[src/rtl/if_stage_fetch.sv]
// MIPS IF stage: owns PC, addresses imem combinationally, registers instr + PC+4 into IF/ID (1 edge latency).
// Redirect beats stall and inserts a bubble; stall freezes PC, IF/ID and fetch counter without a bubble.
module if_stage_fetch #(
  parameter logic [31:0] RESET_PC  = 32'h0000_0000,
  parameter logic [31:0] NOP_INSTR = 32'h0000_0000
) (
  input  logic        clk,
  input  logic        rst_n,
  input  logic        stall,
  input  logic        redirect_valid,
  input  logic [31:0] redirect_target,
  output logic [31:0] imem_addr,
  input  logic [31:0] imem_instr,
  output logic [31:0] pc,
  output logic [31:0] if_id_instr,
  output logic [31:0] if_id_pc_plus4,
  output logic        if_id_valid,
  output logic [31:0] fetch_count
);

  logic [31:0] pc_q, pc_d;
  logic [31:0] instr_q, instr_d;
  logic [31:0] pc4_q, pc4_d;
  logic        valid_q, valid_d;
  logic [31:0] cnt_q, cnt_d;
  logic [31:0] pc_plus4;

  assign pc_plus4 = pc_q + 32'd4;

  always_comb begin
    pc_d    = pc_q;
    instr_d = instr_q;
    pc4_d   = pc4_q;
    valid_d = valid_q;
    cnt_d   = cnt_q;
    if (redirect_valid) begin
      // Wrong-path instruction on imem_instr is dropped; target is word-aligned down.
      pc_d    = {redirect_target[31:2], 2'b00};
      instr_d = NOP_INSTR;
      pc4_d   = 32'd0;
      valid_d = 1'b0;
    end else if (!stall) begin
      pc_d    = pc_plus4;
      instr_d = imem_instr;
      pc4_d   = pc_plus4;
      valid_d = 1'b1;
      cnt_d   = (cnt_q == 32'hFFFF_FFFF) ? cnt_q : cnt_q + 32'd1;
    end
  end

  always_ff @(posedge clk or negedge rst_n) begin
    if (!rst_n) begin
      pc_q    <= RESET_PC;
      instr_q <= NOP_INSTR;
      pc4_q   <= 32'd0;
      valid_q <= 1'b0;
      cnt_q   <= 32'd0;
    end else begin
      pc_q    <= pc_d;
      instr_q <= instr_d;
      pc4_q   <= pc4_d;
      valid_q <= valid_d;
      cnt_q   <= cnt_d;
    end
  end

  assign imem_addr      = pc_q;
  assign pc             = pc_q;
  assign if_id_instr    = instr_q;
  assign if_id_pc_plus4 = pc4_q;
  assign if_id_valid    = valid_q;
  assign fetch_count    = cnt_q;

endmodule

[config.mk]
export PLATFORM = sky130hd
export DESIGN_NAME = if_stage_fetch
export DESIGN_NICKNAME = d
export VERILOG_FILES = /design/src/rtl/if_stage_fetch.sv
export SDC_FILE = /design/constraint.sdc
export NUM_CORES = 1
export LEC_CHECK = 0
export ABC_AREA = 1
export BUFFER_PORTS_ARGS = -buffer_cell sky130_fd_sc_hd__buf_2
export CAP_MARGIN = 20
export CORE_UTILIZATION = 35
export CTS_BUF_LIST = sky130_fd_sc_hd__clkbuf_8 sky130_fd_sc_hd__clkbuf_16
export DETAILED_ROUTE_END_ITERATION = 8
export PLACE_DENSITY_LB_ADDON = 0.1
export REMOVE_ABC_BUFFERS = 1
export SYNTH_ARGS = -nofsm -noshare
export SYNTH_HDL_FRONTEND = slang
export SYNTH_SLANG_ARGS = --single-unit
[constraint.sdc]
create_clock -name clk -period 2.65 [get_ports clk]
set_input_delay 0.53 -clock clk [delete_from_list [all_inputs] [get_ports clk]]
set_output_delay 0.53 -clock clk [all_outputs]
set_load 0.1 [all_outputs]
==> results of run 1 <==
area by class of cell:
class	instances	area share
inverter	60	0.0267
multi-input combinational	671	0.353
clock buffer	17	0.0500
antenna	1	0.000294
timing repair buffer	233	0.144
tap	260	0.0382
sequential	126	0.370
clock inverter	15	0.0173
worst max-delay path: cells and delay by family (launching register included):
kind	cells	cell delay, ns
fa+ha+maj	1	0.30
buf+inv	2	0.36
flops	1	0.40
simple gates	7	0.86
worst paths after layout:
kind,start,end,slack [ns],depth (start not counted)
setup / recovery,fetch_count[1],fetch_count[16],0.65,10
hold / removal,rst_n,if_id_pc_plus4[9],0.06,1
setup reg to reg,fetch_count[1],fetch_count[16],0.65,10
hold reg to reg,if_id_pc_plus4[2],if_id_pc_plus4[2],0.47,2
max in group asynchronous,rst_n,fetch_count[12],1.91,2
min in group clk,redirect_target[6],imem_addr[6],0.33,3
layout by cell type (no fill, tap or decap), types with 9 or more instances in the layout:
cell	n
nand3b_1	15
a22o_1	33
inv_1	59
nor2_1	97
clkbuf_16	17
buf_2	221
o21ai_0	20
nand2_1	412
buf_4	9
xor2_1	9
dfrtp_1	126
nand3_1	47
cells by family after synthesis:
logic type,Yosys count
other,1
buffers and inverters,119
AO/OA/AOI/OAI,65
adder cells (fa/ha/maj),2
AND/OR/NAND/NOR,586
flip-flops,126
XOR/XNOR,14
sequential cells by signal (all words and copies together) (netlist names):
register / flops
fetch_count: 32
if_id_instr: 32
if_id_pc_plus4: 31
imem_addr: 30
if_id_valid: 1
routing by layer:
layer / up-vias / share of wire
li1: 3222 / -
met1: 2826 / 0.48
met2: 182 / 0.45
met3: 17 / 0.052
met4: 0 / 0.011
met5: - / 0
power by group through the flow:
stage | sequential [mW] | combinational [mW] | clock [mW]
finish | 2.22 | 2.05 | 2.29
CTS | 2.22 | 2.06 | 2.35
global route | 2.24 | 2.14 | 2.45
global placement | 2.25 | 2.06 | 0
detailed placement | 2.25 | 2.06 | 0
floorplan | 3.56 | 0.312 | 0
==> flow_summary.ini, run 1 <==
[final_layout]
final-instance-count-excl-fill = 1383
fillCellCount = 1958
post-route-cell-area_um2 = 8520
final_cell_utilization_of_the_core = 0.452
flip_flop_and_latch_area_um2 = 3150
area_delta_synth_final_pct = 26.0
num-nets-final = 1179
multiInputGateArea_um2 = 3010
layout-drive-gt1-share = 0.245

[yosys]
synth_cell_type_count = 30
syn-cell-area_um2 = 6760
ys_seq_area_frac = 0.467
synth_simple_gate_area_frac = 0.350
post_synth_xor_area_fraction = 0.0181
most_frequent_cells_after_synthesis = nand2_1 (412), dfrtp_1 (126), nor2_1 (97)
synth_area_in_compound_gates = 0.0696
netlist_instances = 913
synth_ff_type = dfrtp_1
post_synth_mux_area_share = 0
synthDominantCellAreaShare = 0.467
dominant_combinational_cell_family_by_area_after_synthesis = simple AND/OR/NAND/NOR gates
yosysMostFrequentCell = nand2_1
post_synth_fa_ha_maj_area_fraction = 0.00370
synthesis.area_per_instance_um2 = 7.40
number_of_flops_mapped_to_enable_cells_by_yosys = 0
synth-warning-count = 0
share_of_synthesized_registers_carrying_an_async_set_or_reset = 1.00
netlist.top_cell.by_area = dfrtp_1
synth_top_cells_by_area = dfrtp_1 (47%), nand2_1 (23%), nor2_1 (5.4%), a22o_1 (4.3%), buf_4 (4.2%)
postSynthRegisterBits = 126

[pwr]
net-switching-power_mw = 2.82
power.share.combinational = 0.312
totalPowerFinal_mw = 6.56
power.switching_fraction = 0.430
pwr-share-seq = 0.338
power_report.internal_total_mw = 3.74
power_density_over_cell_area_nw_per_um2 = 770
clock_power_share = 0.350
irDropWorstVdd_mv = 0.431
p_leak_nw = 4.67

[cts]
worst_setup_hold_path_clk_slew_ns = 0.06
root_buffer = clkbuf_16
htreeDepth = 4
hold_buf_cts = 0
cts-root-to-sink-buffers = 2
tritoncts = built
post_cts_buffers = 0
cts_repair_resize_count = 0
cts_inserted_buffers = 17
tritoncts_num_sinks = 126
clock_insertion_delay_worst_skew_ns = 0.42

[placed_design]
detailedPlace.worstSlack_ns = 0.640
dpl-instance-area_um2 = 7940
placed_cells = 1350
port_buffers = 222
dp.final_hpwl_um = 14200
gp_congestion = 0.895

[detailed_routing]
num_vias = 6247
drtIter0Drc = 315
routed_wl_um = 19100
viasPerCell = 4.52
detail_route.drc_violations = 0
ant_nets = 0
number_of_search_and_repair_iterations_in_the_first_detailed_routing_pass = 5
wl_per_cell_um = 13.8

[floorplan]
core.rowCount = 50
die_area_um2 = 19900
die-width_um = 141
core_area_um2 = 18800
floorplan_die_height_um = 141
io_pins = 229
start_util = 0.359

[grt]
globalRouteMet1Util = 0.273
grt_util_all_layers = 0.198
grt_first_pass_wirelength_um = 30500
grt.met3_usage = 0.0496
antenna_found_initial = 1
global_route.usage.met2 = 0.313
grt_pass1_vias = 5788
grt_max_degree = 54
grt.busiest_layer = met2
globalRoute.totalOverflow = 0

[timing]
finalSetupViolCount = 0
fmax_mhz = 500
max-slew-margin-rel = 0.656
fin_worst_hold_slack_ns = 0.0594
fin_crit_ns = 2.00
worst_slew_pin_slew_ns = 0.516
timing_max_transition_violations_final = 0
timing.final.crit_share = 0.755
timing.final.ws_setup_ns = 0.651
final_hold_viol_count = 0
final_clock_skew_ns = 0.0117
rsz0062_at_grt = no
setup-tns-final_ns = 0

[critical_path]
cpMaxStageDelayCell = dfrtp_1
worst_path_largest_cell_delay_ns = 0.40
timing.critical_path.cells = ha_1, inv_2, nor2_4, nand2_1, nor2_2, nand3_2, nand2_4, buf_4, nand2_1, nand2_1
timing.critical_path.from_type = flop
required_ns = 3.00
crit_path_max_fanout = 18
crit_type = flop to flop
worst_path_most_repeated_cell = nand2_1
critPathArrivalTime_ns = 2.35
critPathCaptureType = flop

[worst_hold_path]
hold_path_class = primary input to async pin

[job]
cap_viol_max_count = 0

[status]
status = finished, final reports clean
Note: power is estimated with default switching activity, not from simulation.
==> inputs of run 2 (changes only) <==
--- a/config.mk
+++ b/config.mk
@@ -5,7 +5,7 @@
 export SDC_FILE = /design/constraint.sdc
 export NUM_CORES = 1
 export LEC_CHECK = 0
-export ABC_AREA = 1
+export ABC_AREA = 0
 export BUFFER_PORTS_ARGS = -buffer_cell sky130_fd_sc_hd__buf_2
 export CAP_MARGIN = 20
 export CORE_UTILIZATION = 35
==> constraint.sdc (replaced) <==
create_clock -name clk -period 1.7 [get_ports clk]
set_input_delay 0.34 -clock clk [delete_from_list [all_inputs] [get_ports clk]]
set_output_delay 0.34 -clock clk [all_outputs]
set_load 0.1 [all_outputs]
==> run 2 against run 1 <==
Compared with the run above:
- the flow now finishes with violations (DRC, setup timing)
- non-clock buffer count up 109
- cell count down 13%
- flip-flop and latch count is the same
- utilization grew 8.4 points
- die area is 2.6% lower
- power is 77% higher
- sequential power up 54%
- largest cell class is now multi-input combinational cells
==> flow_summary.ini, run 2 <==
[status]
status = finished with violations
failed_checks = DRC, setup timing

[yosys]
synthesis.area_per_instance_um2 = 9.82
synth_top_cells_by_area = dfrtp_1 (48%), xnor2_1 (6.7%), mux2i_1 (6.5%), xor2_1 (4.4%), buf_4 (4.1%)
yosysMostFrequentCell = dfrtp_1
synth_ff_type = dfrtp_1
number_of_flops_mapped_to_enable_cells_by_yosys = 0
ys_seq_area_frac = 0.479
share_of_synthesized_registers_carrying_an_async_set_or_reset = 1.00
postSynthRegisterBits = 126
synth-warning-count = 0
syn-cell-area_um2 = 6580
synth_cell_type_count = 42
synthDominantCellAreaShare = 0.479
netlist_instances = 670
netlist.top_cell.by_area = dfrtp_1
most_frequent_cells_after_synthesis = dfrtp_1 (126), nor2_1 (68), nand2_1 (51)

[cts]
htreeDepth = 4
worst_setup_hold_path_clk_slew_ns = 0.06
root_buffer = clkbuf_16
tritoncts = built
clock_insertion_delay_worst_skew_ns = 0.42
cts-root-to-sink-buffers = 2
cts_inserted_buffers = 17
tritoncts_num_sinks = 126

[grt]
grt_pass1_vias = 5796
globalRoute.totalOverflow = 0
grt_max_degree = 60
antenna_found_initial = 0
grt_util_all_layers = 0.190
grt_first_pass_wirelength_um = 29400

[final_layout]
layout-drive-gt1-share = 0.429
layout_common_cells = buf_4 (147), buf_2 (144), dfrtp_1 (125), nor2_1 (66), nand2_1 (49)
final_cell_utilization_of_the_core = 0.537
area_delta_synth_final_pct = 48.6
layout.cells.most_common = buf_4
antenna_cells = 0
num-nets-final = 1029

[pwr]
power.share.combinational = 0.345
p_leak_nw = 4.86
irDropWorstVdd_mv = 1.93
pwr-share-seq = 0.293
clock_power_share = 0.362
totalPowerFinal_mw = 11.6
power_density_over_cell_area_nw_per_um2 = 1190
power.switching_fraction = 0.399
net-switching-power_mw = 4.64
power_report.internal_total_mw = 6.97

[critical_path]
required_ns = 2.00
timing.critical_path.from_type = flop
critical_path_buf_inv_count = 2
critPathArrivalTime_ns = 2.02
cp_top_family = simple AND/OR/NAND/NOR gates
worst_path_largest_cell_delay_ns = 0.36
critPathCaptureType = flop
reg2reg_depth = 7
timing.critical_path.cells = buf_4, nand4_1, nor4_4, buf_12, nand2_1, xnor2_1, mux2_2
crit_type = flop to flop
path_depth = 7
crit_path_max_fanout = 15
cpMaxStageDelayCell = nor4_4

[floorplan]
start_util = 0.361
core_area_um2 = 18200
floorplan_die_height_um = 139
io_pins = 229
die-width_um = 139
core.rowCount = 49
die_area_um2 = 19300

[placed_design]
port_buffers = 222
gp_congestion = 0.794
dp.final_hpwl_um = 13100
detailedPlace.worstSlack_ns = -0.257

[timing]
timing.final.ws_setup_ns = -0.0233
fmax_mhz = 580
final_clock_skew_ns = 0.00945
finalSetupViolCount = 6
rsz0062_at_grt = yes
fin_crit_ns = 1.72
fin_worst_hold_slack_ns = 0.134
timing_max_transition_violations_final = 0
worst_slew_pin_slew_ns = 0.511
timing.final.crit_share = 1.01
final_hold_viol_count = 0
max-slew-margin-rel = 0.661

[detailed_routing]
num_vias = 5810
routed_wl_um = 18000
viasPerCell = 4.84
wl_per_cell_um = 15.0
drtIter0Drc = 249
detail_route.drc_violations = 14
number_of_search_and_repair_iterations_in_the_first_detailed_routing_pass = 6
ant_nets = 0

[worst_hold_path]
hold_path_depth = 3
hold_path_class = primary input to flop

[job]
cap_viol_max_count = 0
run 2: cell types whose count changed in the layout (fill, tap and decap cells not counted), moves of 24 or more:
cell | before | now
a22o_1 | 33 | 0
buf_2 | 221 | 144
buf_4 | 9 | 147
inv_1 | 59 | 16
mux2i_1 | 0 | 43
nand2_1 | 412 | 49
nand4_1 | 3 | 28
nor2_1 | 97 | 66
xnor2_1 | 5 | 47
xor2_1 | 9 | 33
run 2: cell families (layout without fill, tap and decap cells):
kind of cell | Yosys count | count (layout) | synth area share
other | 1 | 4 | 0.000570
buffers and inverters | 90 | 389 | 0.0742
AND/OR/NAND/NOR | 253 | 253 | 0.200
flip-flops | 126 | 126 | 0.479
XOR/XNOR | 83 | 83 | 0.111
AO/OA/AOI/OAI | 68 | 68 | 0.0584
adder cells (fa/ha/maj) | 2 | 2 | 0.00380
multiplexers | 47 | 47 | 0.0729
run 2: routing by layer:
metal | track usage | vias up | wire (µm)
li1 | - | 2822 | -
met1 | 0.236 | 2806 | 7850
met2 | 0.326 | 163 | 8990
met3 | 0.0442 | 19 | 989
met4 | 0.0632 | 0 | 218
met5 | 0 | - | 0
run 2: final timing paths:
check	start	endpoint	slack [ns]
worst max-delay path	imem_addr[2]	imem_addr[23]	-0.02
worst min-delay path	redirect_target[30]	imem_addr[30]	0.13
worst max register to register	imem_addr[2]	imem_addr[23]	-0.02
worst min register to register	if_id_instr[27]	if_id_instr[27]	0.51
max in group asynchronous	rst_n	if_id_instr[27]	0.60
min in group asynchronous	rst_n	if_id_instr[26]	0.40
run 2: power by group through the flow:
stage	registers (mW)	clock network [mW]	logic, mW
final	3.41	4.20	4.01
after global routing	3.44	4.45	4.17
after CTS	3.41	4.29	3.96
after detailed placement	3.46	0	3.87
after global placement	3.44	0	3.84
after floorplan	5.75	0	0.481
run 2: final cells by class:
| cell class | instances | area, µm² |
|---|---|---|
| clock inverter | 14 | 239 |
| multi-input combinational | 457 | 3170 |
| tap | 229 | 287 |
| timing repair buffer | 342 | 2430 |
| sequential | 126 | 3150 |
| inverter | 15 | 56.3 |
| clock buffer | 18 | 439 |
| fill | 1647 | 8440 |
run 2: timing repair:
action	in CTS	in global routing
endpoints found under the setup margin	68	78
hold buffers	1	0
pin swaps	6	25
hold endpoints to repair	26	0
gates resized for setup	60	78
setup buffers	4	11
gates cloned	0	1
run 2: worst min-delay path: cells and delay by family:
family | cells | cell delay (ns)
simple gates | 1 | 0.04
compound gates | 1 | 0.05
buf+inv | 1 | 0.08
run 2: through the flow:
step | instance area, µm² | std cells | TNS, ns
2_1_floorplan | 6160 | 598 | -116.36
3_3_place_gp | 8530 | 1153 | -1.46
3_5_place_dp | 8530 | 1153 | -2.66
4_1_cts | 9420 | 1190 | -0.288
5_1_grt | 9770 | 1201 | -2.44
6_report | 9770 | 1201 | -0.0825
